==> src/rtl/pipe_div_unit.sv <==
// Multi-cycle restoring divider holding the HI/LO registers for div/divu and mthi/mtlo.
// A division takes 33 cycles from the start edge until HI/LO are written and done pulses.
module pipe_div_unit (
  input  logic        clk,
  input  logic        rst_n,
  input  logic        start,
  input  logic        sign,
  input  logic [31:0] dividend,
  input  logic [31:0] divisor,
  input  logic        w_hi,
  input  logic        w_lo,
  input  logic [31:0] wdata,
  output logic        busy,
  output logic        done,
  output logic [31:0] hi,
  output logic [31:0] lo
);

  typedef enum logic [1:0] {StIdle, StCalc, StFinish} state_e;

  state_e      state_q, state_d;
  logic [4:0]  cnt_q, cnt_d;
  logic [31:0] rem_q, rem_d;
  logic [31:0] quo_q, quo_d;
  logic [31:0] dvs_q, dvs_d;
  logic        neg_q_q, neg_q_d;
  logic        neg_r_q, neg_r_d;
  logic        dz_q, dz_d;
  logic [31:0] hi_q, hi_d;
  logic [31:0] lo_q, lo_d;
  logic        done_q, done_d;

  logic [32:0] rem_sh;
  logic [32:0] diff;
  logic [31:0] a_mag;
  logic [31:0] b_mag;

  always_comb begin
    state_d = state_q;
    cnt_d   = cnt_q;
    rem_d   = rem_q;
    quo_d   = quo_q;
    dvs_d   = dvs_q;
    neg_q_d = neg_q_q;
    neg_r_d = neg_r_q;
    dz_d    = dz_q;
    hi_d    = hi_q;
    lo_d    = lo_q;
    done_d  = 1'b0;

    a_mag  = (sign && dividend[31]) ? (~dividend + 32'd1) : dividend;
    b_mag  = (sign && divisor[31])  ? (~divisor + 32'd1)  : divisor;
    // quo_q doubles as the dividend shift register: its MSB feeds the remainder.
    rem_sh = {rem_q, quo_q[31]};
    diff   = rem_sh - {1'b0, dvs_q};

    if (w_hi) hi_d = wdata;
    if (w_lo) lo_d = wdata;

    case (state_q)
      StIdle: begin
        if (start) begin
          quo_d   = a_mag;
          dvs_d   = b_mag;
          rem_d   = 32'd0;
          cnt_d   = 5'd0;
          neg_q_d = sign && (dividend[31] ^ divisor[31]);
          neg_r_d = sign && dividend[31];
          dz_d    = (divisor == 32'd0);
          state_d = StCalc;
        end
      end
      StCalc: begin
        rem_d = diff[32] ? rem_sh[31:0] : diff[31:0];
        quo_d = {quo_q[30:0], ~diff[32]};
        cnt_d = cnt_q + 5'd1;
        if (cnt_q == 5'd31) state_d = StFinish;
      end
      StFinish: begin
        // Result wins over a same-cycle mthi/mtlo.
        lo_d    = dz_q ? 32'hFFFF_FFFF : (neg_q_q ? (~quo_q + 32'd1) : quo_q);
        hi_d    = neg_r_q ? (~rem_q + 32'd1) : rem_q;
        done_d  = 1'b1;
        state_d = StIdle;
      end
      default: state_d = StIdle;
    endcase
  end

  always_ff @(posedge clk or negedge rst_n) begin
    if (!rst_n) begin
      state_q <= StIdle;
      cnt_q   <= 5'd0;
      rem_q   <= 32'd0;
      quo_q   <= 32'd0;
      dvs_q   <= 32'd0;
      neg_q_q <= 1'b0;
      neg_r_q <= 1'b0;
      dz_q    <= 1'b0;
      hi_q    <= 32'd0;
      lo_q    <= 32'd0;
      done_q  <= 1'b0;
    end else begin
      state_q <= state_d;
      cnt_q   <= cnt_d;
      rem_q   <= rem_d;
      quo_q   <= quo_d;
      dvs_q   <= dvs_d;
      neg_q_q <= neg_q_d;
      neg_r_q <= neg_r_d;
      dz_q    <= dz_d;
      hi_q    <= hi_d;
      lo_q    <= lo_d;
      done_q  <= done_d;
    end
  end

  assign busy = (state_q != StIdle);
  assign done = done_q;
  assign hi   = hi_q;
  assign lo   = lo_q;

endmodule

==> config.mk <==
export PLATFORM = sky130hd
export DESIGN_NAME = pipe_div_unit
export DESIGN_NICKNAME = d
export VERILOG_FILES = /design/src/rtl/pipe_div_unit.sv
export SDC_FILE = /design/constraint.sdc
export NUM_CORES = 1
export LEC_CHECK = 0
export CAP_MARGIN = 20
export CORE_AREA = 2 2 194 196
export CTS_BUF_LIST = sky130_fd_sc_hd__clkbuf_8
export DETAILED_ROUTE_END_ITERATION = 7
export DIE_AREA = 0 0 196 198
export PLACE_DENSITY = 0.55
export SETUP_SLACK_MARGIN = 0.2
export SYNTH_ARGS = -nofsm -noshare
export SYNTH_HDL_FRONTEND = slang
export SYNTH_SLANG_ARGS = --single-unit
export TNS_END_PERCENT = 30
==> constraint.sdc <==
create_clock -name clk -period 3.85 [get_ports clk]
set_input_delay 0.385 -clock clk [delete_from_list [all_inputs] [get_ports clk]]
set_output_delay 0.385 -clock clk [all_outputs]
set_load 0.02 [all_outputs]
==> summary.md, run 1 <==
| Metric | Value |
|---|---|
| Status | `finished clean` |
| Mux cell area share after synthesis | `8.42%` |
| Lkg Pwr | `0.00581 uW` |
| Hold crit path type | `reg2reg` |
| Worst-path clk slew | `0.10 ns` |
| Post-Syn Instances | `1,260` |
| WL final | `34,400 um` |
| Simple-gate portion of the synthesized area | `13.5%` |
| Filler cell count in the final layout | `3,749` |
| Pre-CTS setup slack | `0.104 ns` |
| Hold Crit Start | `dvs_q[3]$_DFFE_PN0P_` |
| RSZ-0062 raised after global routing | `true` |
| Number of max-cap violations | `0` |
| Synth async-reset ratio | `100%` |
| Maximum operating frequency | `269 MHz` |
| DIE WIDTH | `196 um` |
| #FFs+latches synth | `171` |
| Synth Area in Adders | `4.39%` |
| Top FF cell, synth | `dfrtp_1` |
| Maximum vdd drop | `0.299 mV` |
| DR DRC count | `0` |
| Required @ worst endpoint | `4.20 ns` |
| # clock sinks | `171` |
| Worst-case clock buffer depth | `2` |
| FF+latch area | `0.00428 sq mm` |
| Fin crit share | `96.5%` |
| Via density | `5.17` |
| Clock power share | `12.0%` |
| Worst-path fanout max | `5` |
| Clk root buf | `clkbuf_8` |
| Combinational family with the most area after synthesis | `compound AO/OA/AOI/OAI gates` |
| Internal Power | `5900 uW` |
| Final Hold Vio Count | `0` |
| Xor/xnor cell area share of the yosys netlist | `11.5%` |
| Power Density | `780 mW/mm^2` |
| Register area share after synthesis | `37.9%` |
| Total GRT Usage | `17.8%` |
| Crit. End Element | `register` |
| Global-route wire length before repair | `54,300 um` |
| Slew @ Worst Pin | `1.03 ns` |
| Syn Nets | `1,401` |
| Design Area, Final | `0.0140 sq mm` |
| Wire per inst | `18.1 um` |
| Worst path most repeated cell | `or4_4` |
| Seq pwr share | `30.1%` |
| Core box area | `0.0370 sq mm` |
| Number of DRC markers in iteration 0 | `567` |
| Synth Cell Area | `0.0113 sq mm` |
| Synth cell types | `54` |
| Number of setup violations in the final report | `0` |
| DP Wirelength | `26,400 um` |
| Final Wtd Congestion | `0.830` |
| Post-route ant nets | `0` |
| CTS Buf Count | `17` |
| Worst path max stage delay | `0.54 ns` |
| Synthesized area per cell | `8.95 sq um` |
| CP Launch Type | `register` |
| Via count | `9,818` |
| Final worst slack | `0.135 ns` |
| Top cells by area, synth | `dfrtp_1, mux2i_1, o21ai_0, xnor2_1, xor2_1` |
| Sequence of cells on the critical path | `or4_4 > or3_4 > or4_4 > nand2b_4 > or4_4 > or3_4 > or4_4 > o21ai_2 > xor2_1 > o21ai_1` |
| Family with the most delay on the worst path | `simple AND/OR/NAND/NOR gates` |
| Port Buffers | `167` |
| I/O pins | `168` |
| Worst path slowest cell | `or4_4` |
| Die Y | `198 um` |
| Clock skew | `0.0154 ns` |
| Post-synthesis compound-gate area fraction | `20.2%` |
| Minimum clock period after layout | `3.71 ns` |
| Die area | `0.0388 sq mm` |
| Logic pwr share | `57.9%` |
| Crit Path Class | `reg2reg` |
| Slew Limit Fails | `0` |
| Rows | `71` |
| Synthesis-to-layout area growth | `24.3%` |
| Final nets | `1,553` |
| Setup TNS | `0 ns` |
| Synth top area share | `37.9%` |
| Synth area leader | `dfrtp_1` |
| TritonCTS clock tree | `yes` |
| Total grt overflow | `0` |
| Pin count of the biggest net entering global routing | `103` |
| Initial antenna violation count | `1` |
| Psw | `5040 uW` |
| Worst R2R Start | `rem_q[6]$_DFFE_PN0P_` |
| Yosys warnings | `0` |
| Worst endpoint data arrival time | `4.07 ns` |
| Number of flops mapped to enable cells by yosys | `0` |
| WP buf/inv | `0` |
| Worst setup path start | `rem_q[6]$_DFFE_PN0P_` |
| Switching Share | `46.1%` |
| Multi-input logic area | `0.00661 sq mm` |
| Pre-antenna DRT Iters | `5` |
| Worst skew pair latency | `0.48 ns` |
| H-tree depth | `4` |
| Max-slew headroom at the worst pin | `31.2%` |
| Post-DP Area | `0.0136 sq mm` |
| Initial Util | `30.5%` |
| Vias in the first global route | `9,683` |
| Share of cells above drive strength 1 | `7.30%` |
-- synthesized netlist by cell type (all sizes together) (2+ instances only) --
cell type and number:
ha 38, or3 18, nor2b 8, a31oi 6, and3 5, or2 5
nand3 43, o21a 5, nand2 130, a21oi 49, nand2b 11, o41ai 16
clkbuf 61, nand4 2, a22oi 62, nor3 13, nor4 10, xnor2 77
mux2i 87, or4 15, o21ai 175, dfrtp 171, nor3b 3, xor2 71
nor2 43, o211a 2, o31ai 28, buf 6, mux2 7, o211ai 3
o221ai 2, a211oi 2, a221o 2, and2 5, o21bai 5, a21o 11
inv 54
-- kinds of logic after synthesis --
| group | after synthesis |
|---|---|
| AO/OA/AOI/OAI | 373 |
| XOR/XNOR | 148 |
| adder cells (fa/ha/maj) | 39 |
| buffers and inverters | 121 |
| flip-flops | 171 |
| multiplexers | 94 |
| AND/OR/NAND/NOR | 314 |
-- power by group through the flow --
stage	clock network [uW]	logic (uW)	registers, uW
2_1_floorplan	0	4630	3090
3_3_place_gp	0	6210	3300
3_5_place_dp	0	6300	3320
4_1_cts	1350	6330	3280
5_1_grt	1430	7080	3400
6_report	1320	6330	3290
-- cell type report --
class / instances / area share [%]
Inverter: 54 / 1.45
Clock buffer: 18 / 1.77
Multi-Input combinational cell: 968 / 47.1
Antenna cell: 1 / 0.0178
Sequential cell: 171 / 30.5
Tap cell: 474 / 4.23
Clock inverter: 14 / 1.09
Timing Repair Buffer: 200 / 13.8
-- worst register-to-register path: cells and delay by family (launching register included) --
kind	cells	cell delay [ns]
AND/OR/NAND/NOR	7	2.82
flip-flops	1	0.39
AO/OA/AOI/OAI	2	0.22
XOR/XNOR	1	0.16
-- metal layers --
metal | vias to the layer above | part of all wire, % | track usage (%)
met5 | - | 0 | 0
met3 | 36 | 3.1 | 2.20
li1 | 4825 | - | -
met2 | 205 | 46 | 29.2
met4 | 0 | 2.6 | 5.95
met1 | 4752 | 48 | 24.4
-- cell usage in the layout (no fill, tap or decap), types with 5 or more instances in the layout --
master           netlist  routed
buf_4                  0      30
or3_1                 16      16
mux2_2                 7       7
nor4_1                10       9
nor2_1                43      40
or4_1                 10       8
o41ai_1               16      15
nor2b_1                8       7
nand3_1               43      43
or2_2                  5       5
xor2_1                71      71
nor3_1                13      13
o21a_1                 5       5
mux2i_1               87      87
o21ai_0              170     169
o31ai_1               28      27
ha_1                  38      38
nand2_1              130     129
a21oi_1               49      49
and3_1                 5       5
clkbuf_8               0      18
or4_4                  4       6
o21bai_1               5       5
xnor2_1               77      77
nand2b_1              10       9
a22oi_1               62      62
inv_1                 54      54
clkdlybuf4s50_1        0     164
a31oi_1                6       6
dfrtp_1              171     171
a21o_1                11      11
-- worst paths after layout --
check	end	slack, ns	depth (start not counted)
max	hi[28]$_DFFE_PN0P_	0.14	10
min	dvs_q[3]$_DFFE_PN0P_	0.49	2
max reg2reg	hi[28]$_DFFE_PN0P_	0.14	10
min reg2reg	dvs_q[3]$_DFFE_PN0P_	0.49	2
max in group asynchronous	hi[2]$_DFFE_PN0P_	2.35	3
min in group asynchronous	done$_DFF_PN0_	0.51	2
-- repair_timing --
action / in CTS / in global routing
hold endpoints to repair: 0 / 6
hold buffers: 0 / 1
buffers inserted: 1 / 0
pin swaps: 1 / 0
endpoints found under the setup margin: 3 / 39
gates resized for setup: 0 / 8
-- through the flow --
step / instances / hold slack, ns / utilization [%] / total power, uW
2_1_floorplan: 1260 / 0.0894 / - / 7720
3_3_place_gp: 1865 / 0.465 / 36.7 / 9510
3_5_place_dp: 1865 / 0.472 / 36.7 / 9620
4_1_cts: 1898 / 0.00471 / 37.8 / 11000
5_1_grt: 1900 / 0.518 / 37.9 / 11900
6_report: 1900 / 0.489 / 37.9 / 10900
-- flip-flops by register name (all words and copies together), names as in the netlist --
signal	cells
dz_q	1
lo	32
hi	32
cnt_q	5
state_q	2
quo_q	32
neg_r_q	1
neg_q_q	1
done	1
dvs_q	32
rem_q	32
No activity file was read; power rests on OpenSTA's default activity.
==> run 2: changes to the inputs <==
--- a/config.mk
+++ b/config.mk
@@ -5,12 +5,13 @@
 export SDC_FILE = /design/constraint.sdc
 export NUM_CORES = 1
 export LEC_CHECK = 0
+export ABC_AREA = 1
 export CAP_MARGIN = 20
-export CORE_AREA = 2 2 194 196
+export CORE_AREA = 2 2 214 216
 export CTS_BUF_LIST = sky130_fd_sc_hd__clkbuf_8
 export DETAILED_ROUTE_END_ITERATION = 7
-export DIE_AREA = 0 0 196 198
-export PLACE_DENSITY = 0.55
+export DIE_AREA = 0 0 216 218
+export PLACE_DENSITY = 0.54
 export SETUP_SLACK_MARGIN = 0.2
 export SYNTH_ARGS = -nofsm -noshare
 export SYNTH_HDL_FRONTEND = slang
==> summary.md, run 2 <==
| Metric | Value |
|---|---|
| Status | `finished clean` |
| Vias in the first global route | `13,400 (+39%)` |
| Lkg Pwr | `0.00796 uW (+37%)` |
| Slew Limit Fails | `0 (unchanged)` |
| Total GRT Usage | `21.1% (+3.3 points)` |
| Post-synthesis compound-gate area fraction | `12.6% (-7.6 points)` |
| Pre-CTS setup slack | `1.09 ns (+0.987 ns)` |
| Max-slew headroom at the worst pin | `29.4% (-1.9 points)` |
| Clock skew | `0.0228 ns (+0.00739 ns)` |
| Worst skew pair latency | `0.51 ns (+0.03 ns)` |
| Most common cell after layout, fill and taps aside | `nand2_1` |
| DIE WIDTH | `216 um (+10%)` |
| Final Non-Filler Cells | `2,892 (+52%)` |
| Placed instance count | `2,858 (+53%)` |
| CP Launch Type | `register` |
| Yosys warnings | `0 (unchanged)` |
| Initial antenna violation count | `0 (-1)` |
| Minimum clock period after layout | `2.79 ns (-0.922 ns)` |
| Worst-path fanout max | `20 (+15)` |
| Core box area | `0.0449 sq mm (+21%)` |
| Power Density | `819 mW/mm^2 (+5.0%)` |
| #FFs+latches synth | `171 (unchanged)` |
| Most common cell in the synthesized netlist | `nand2_1` |
| Number of max-cap violations | `0 (unchanged)` |
| Rows | `78 (+9.9%)` |
| Pin count of the biggest net entering global routing | `72 (-30%)` |
| H-tree depth | `4 (unchanged)` |
| Worst-case clock buffer depth | `2 (unchanged)` |
| DR DRC count | `0 (unchanged)` |
| WL final | `49,900 um (+45%)` |
| Die area | `0.0471 sq mm (+21%)` |
| CTS Buf Count | `17 (unchanged)` |
| Synth Cell Area | `0.0137 sq mm (+21%)` |
| Post-Syn Instances | `2,148 (+70%)` |
| Maximum operating frequency | `358 MHz (+33%)` |
| Required @ worst endpoint | `4.24 ns (+0.04 ns)` |
| Number of flops mapped to enable cells by yosys | `0 (unchanged)` |
| Synth async-reset ratio | `100% (unchanged)` |
| R2r setup slk | `1.06 ns (+0.92 ns)` |
| Total grt overflow | `0 (unchanged)` |
| Synthesized area per cell | `6.37 sq um (-29%)` |
| Worst endpoint data arrival time | `3.18 ns (-0.89 ns)` |
| Initial Util | `30.5% (-0.069 points)` |
| Setup TNS | `0 ns (unchanged)` |
| Clk root buf | `clkbuf_8` |
| Synth Area in Adders | `3.62% (-0.77 points)` |
| Commonest non-fill, non-tap cells in the layout | `nand2_1, inv_1, nand3_1` |
| Number of setup violations in the final report | `0 (unchanged)` |
| Post-synth top cells | `nand2_1, inv_1, nand3_1, nor2_1, dfrtp_1` |
| Port Buffers | `167 (unchanged)` |
| DP Wirelength | `40,100 um (+52%)` |
| Syn Nets | `2,289 (+63%)` |
| Synth top area share | `31.3% (-6.6 points)` |
| Combinational family with the most area after synthesis | `simple AND/OR/NAND/NOR gates` |
| Final worst slack | `1.06 ns (+0.922 ns)` |
| Buffers inserted by post-CTS timing repair | `0 (-1)` |
| Maximum vdd drop | `0.326 mV (+8.9%)` |
| Final Hold Vio Count | `0 (unchanged)` |
| Global-route wire length before repair | `77,200 um (+42%)` |
| Hold crit path type | `in2async` |
| Top cells by area, synth | `dfrtp_1, nand2_1, nand3_1, inv_1, nor2_1` |
| Via count | `14,300 (+45%)` |
| Fin crit share | `72.5% (-24 points)` |
| Synth area leader | `dfrtp_1` |
| TritonCTS clock tree | `yes` |
| Xor/xnor cell area share of the yosys netlist | `3.27% (-8.2 points)` |
| Share of cells above drive strength 1 | `4.36% (-2.9 points)` |
| Crit Path Class | `reg2reg` |
| CTS hold repair buffers | `1 (+1)` |
| Synth cell types | `50 (-7.4%)` |
| Post_cts resized | `0 (unchanged)` |
| Pre-antenna DRT Iters | `5 (unchanged)` |
| Final Wtd Congestion | `0.957 (+15%)` |
| Wire per inst | `17.3 um (-4.5%)` |
| RSZ-0062 raised after global routing | `false` |
| Top FF cell, synth | `dfrtp_1` |
| Worst r2r path cells | `17 (+7)` |
| Die Y | `218 um (+10%)` |
| Final nets | `2,419 (+56%)` |
| Crit. End Element | `register` |
| # clock sinks | `171 (unchanged)` |
| Synthesis-to-layout area growth | `19.0%` |
| I/O pins | `168 (unchanged)` |
| Via density | `4.94 (-4.5%)` |
| Reg2reg end | `rem_q[20]$_DFFE_PN0P_` |
| Hold Worst Slack | `0.434 ns (-0.0556 ns)` |
| Design Power | `13,300 uW (+22%)` |
| Simple-gate portion of the synthesized area | `38.4% (+25 points)` |
| Register area share after synthesis | `31.3% (-6.6 points)` |
| Worst-path clk slew | `0.10 ns (about the same)` |
| Mux cell area share after synthesis | `0% (-8.4 points)` |
| Post-route ant nets | `0 (unchanged)` |
| Worst R2R Start | `quo_q[31]$_DFFE_PN0P_` |
| Number of DRC markers in iteration 0 | `1,065 (+88%)` |
| Slew @ Worst Pin | `1.06 ns (+0.0279 ns)` |
[run 2: cell count changes after synthesis, sizes merged, moves of 18 or more]
cell	delta
nand2	+595
inv	+240
nand3	+191
nor2	+148
mux2i	-87
xnor2	-66
o21ai	-50
a22oi	-34
o211ai	+32
xor2	-31
nand4	+25
o31ai	-23
or3	-18
[run 2: cell families after synthesis]
| group | Yosys count |
|---|---|
| fa+ha+maj | 39 |
| simple gates | 1235 |
| xor+xnor | 51 |
| flops | 171 |
| buf+inv | 369 |
| compound gates | 283 |
[run 2: worst max-delay path by stage]
stage / from / end / slack (ns) / cells past startpoint
6_report: quo_q[31]$_DFFE_PN0P_ / rem_q[20]$_DFFE_PN0P_ / 1.06 / 17
5_1_grt: quo_q[31]$_DFFE_PN0P_ / rem_q[20]$_DFFE_PN0P_ / 0.79 / 17
4_1_cts: quo_q[31]$_DFFE_PN0P_ / rem_q[25]$_DFFE_PN0P_ / 1.06 / 17
3_5_place_dp: quo_q[31]$_DFFE_PN0P_ / rem_q[17]$_DFFE_PN0P_ / 1.09 / 17
3_3_place_gp: quo_q[31]$_DFFE_PN0P_ / rem_q[30]$_DFFE_PN0P_ / 1.14 / 17
2_1_floorplan: quo_q[31]$_DFFE_PN0P_ / rem_q[12]$_DFFE_PN0P_ / 1.61 / 18
[run 2: area by class of cell]
cell class,count,area [sq um]
timing repair buffer,183,1800
fill,4962,28600
multi-input combinational,1608,7940
clock buffer,20,275
sequential,171,4280
clock inverter,12,111
tap,600,751
antenna,1,2.50
inverter,297,1110
[run 2: per-stage QoR]
stage	area, sq um	utilization, %
after global routing	16300	36.2
after detailed placement	15900	35.3
after floorplan	13700	-
after CTS	16300	36.2
final	16300	36.2
after global placement	15900	35.3
[run 2: critical path, stage by stage, from the launching register on]
cell and delay (ns):
dfrtp_1 0.40, inv_1 0.08, ha_1 0.26, fa_1 0.43, inv_1 0.12, nand2_1 0.06
nand2_1 0.10, nand3_1 0.09, nand2_2 0.12, nand2_2 0.07, nand2_2 0.08, nand2_4 0.08
nand2_4 0.09, nand2_4 0.13, nand2_2 0.35, nand2_1 0.10, nand3_1 0.08, nand2_1 0.05
[run 2: power by group]
group / internal (uW) / switching, uW
logic: 2990 / 5660
clock network: 568 / 742
registers: 2460 / 910
[run 2: metal layers]
| layer | wire length, um | global-route usage [%] | up-vias |
|---|---|---|---|
| li1 | - | - | 7188 |
| met1 | 23100 | 28.4 | 6656 |
| met2 | 23800 | 35.7 | 375 |
| met3 | 2070 | 2.65 | 55 |
| met4 | 935 | 5.55 | 0 |
| met5 | 0 | 0 | - |
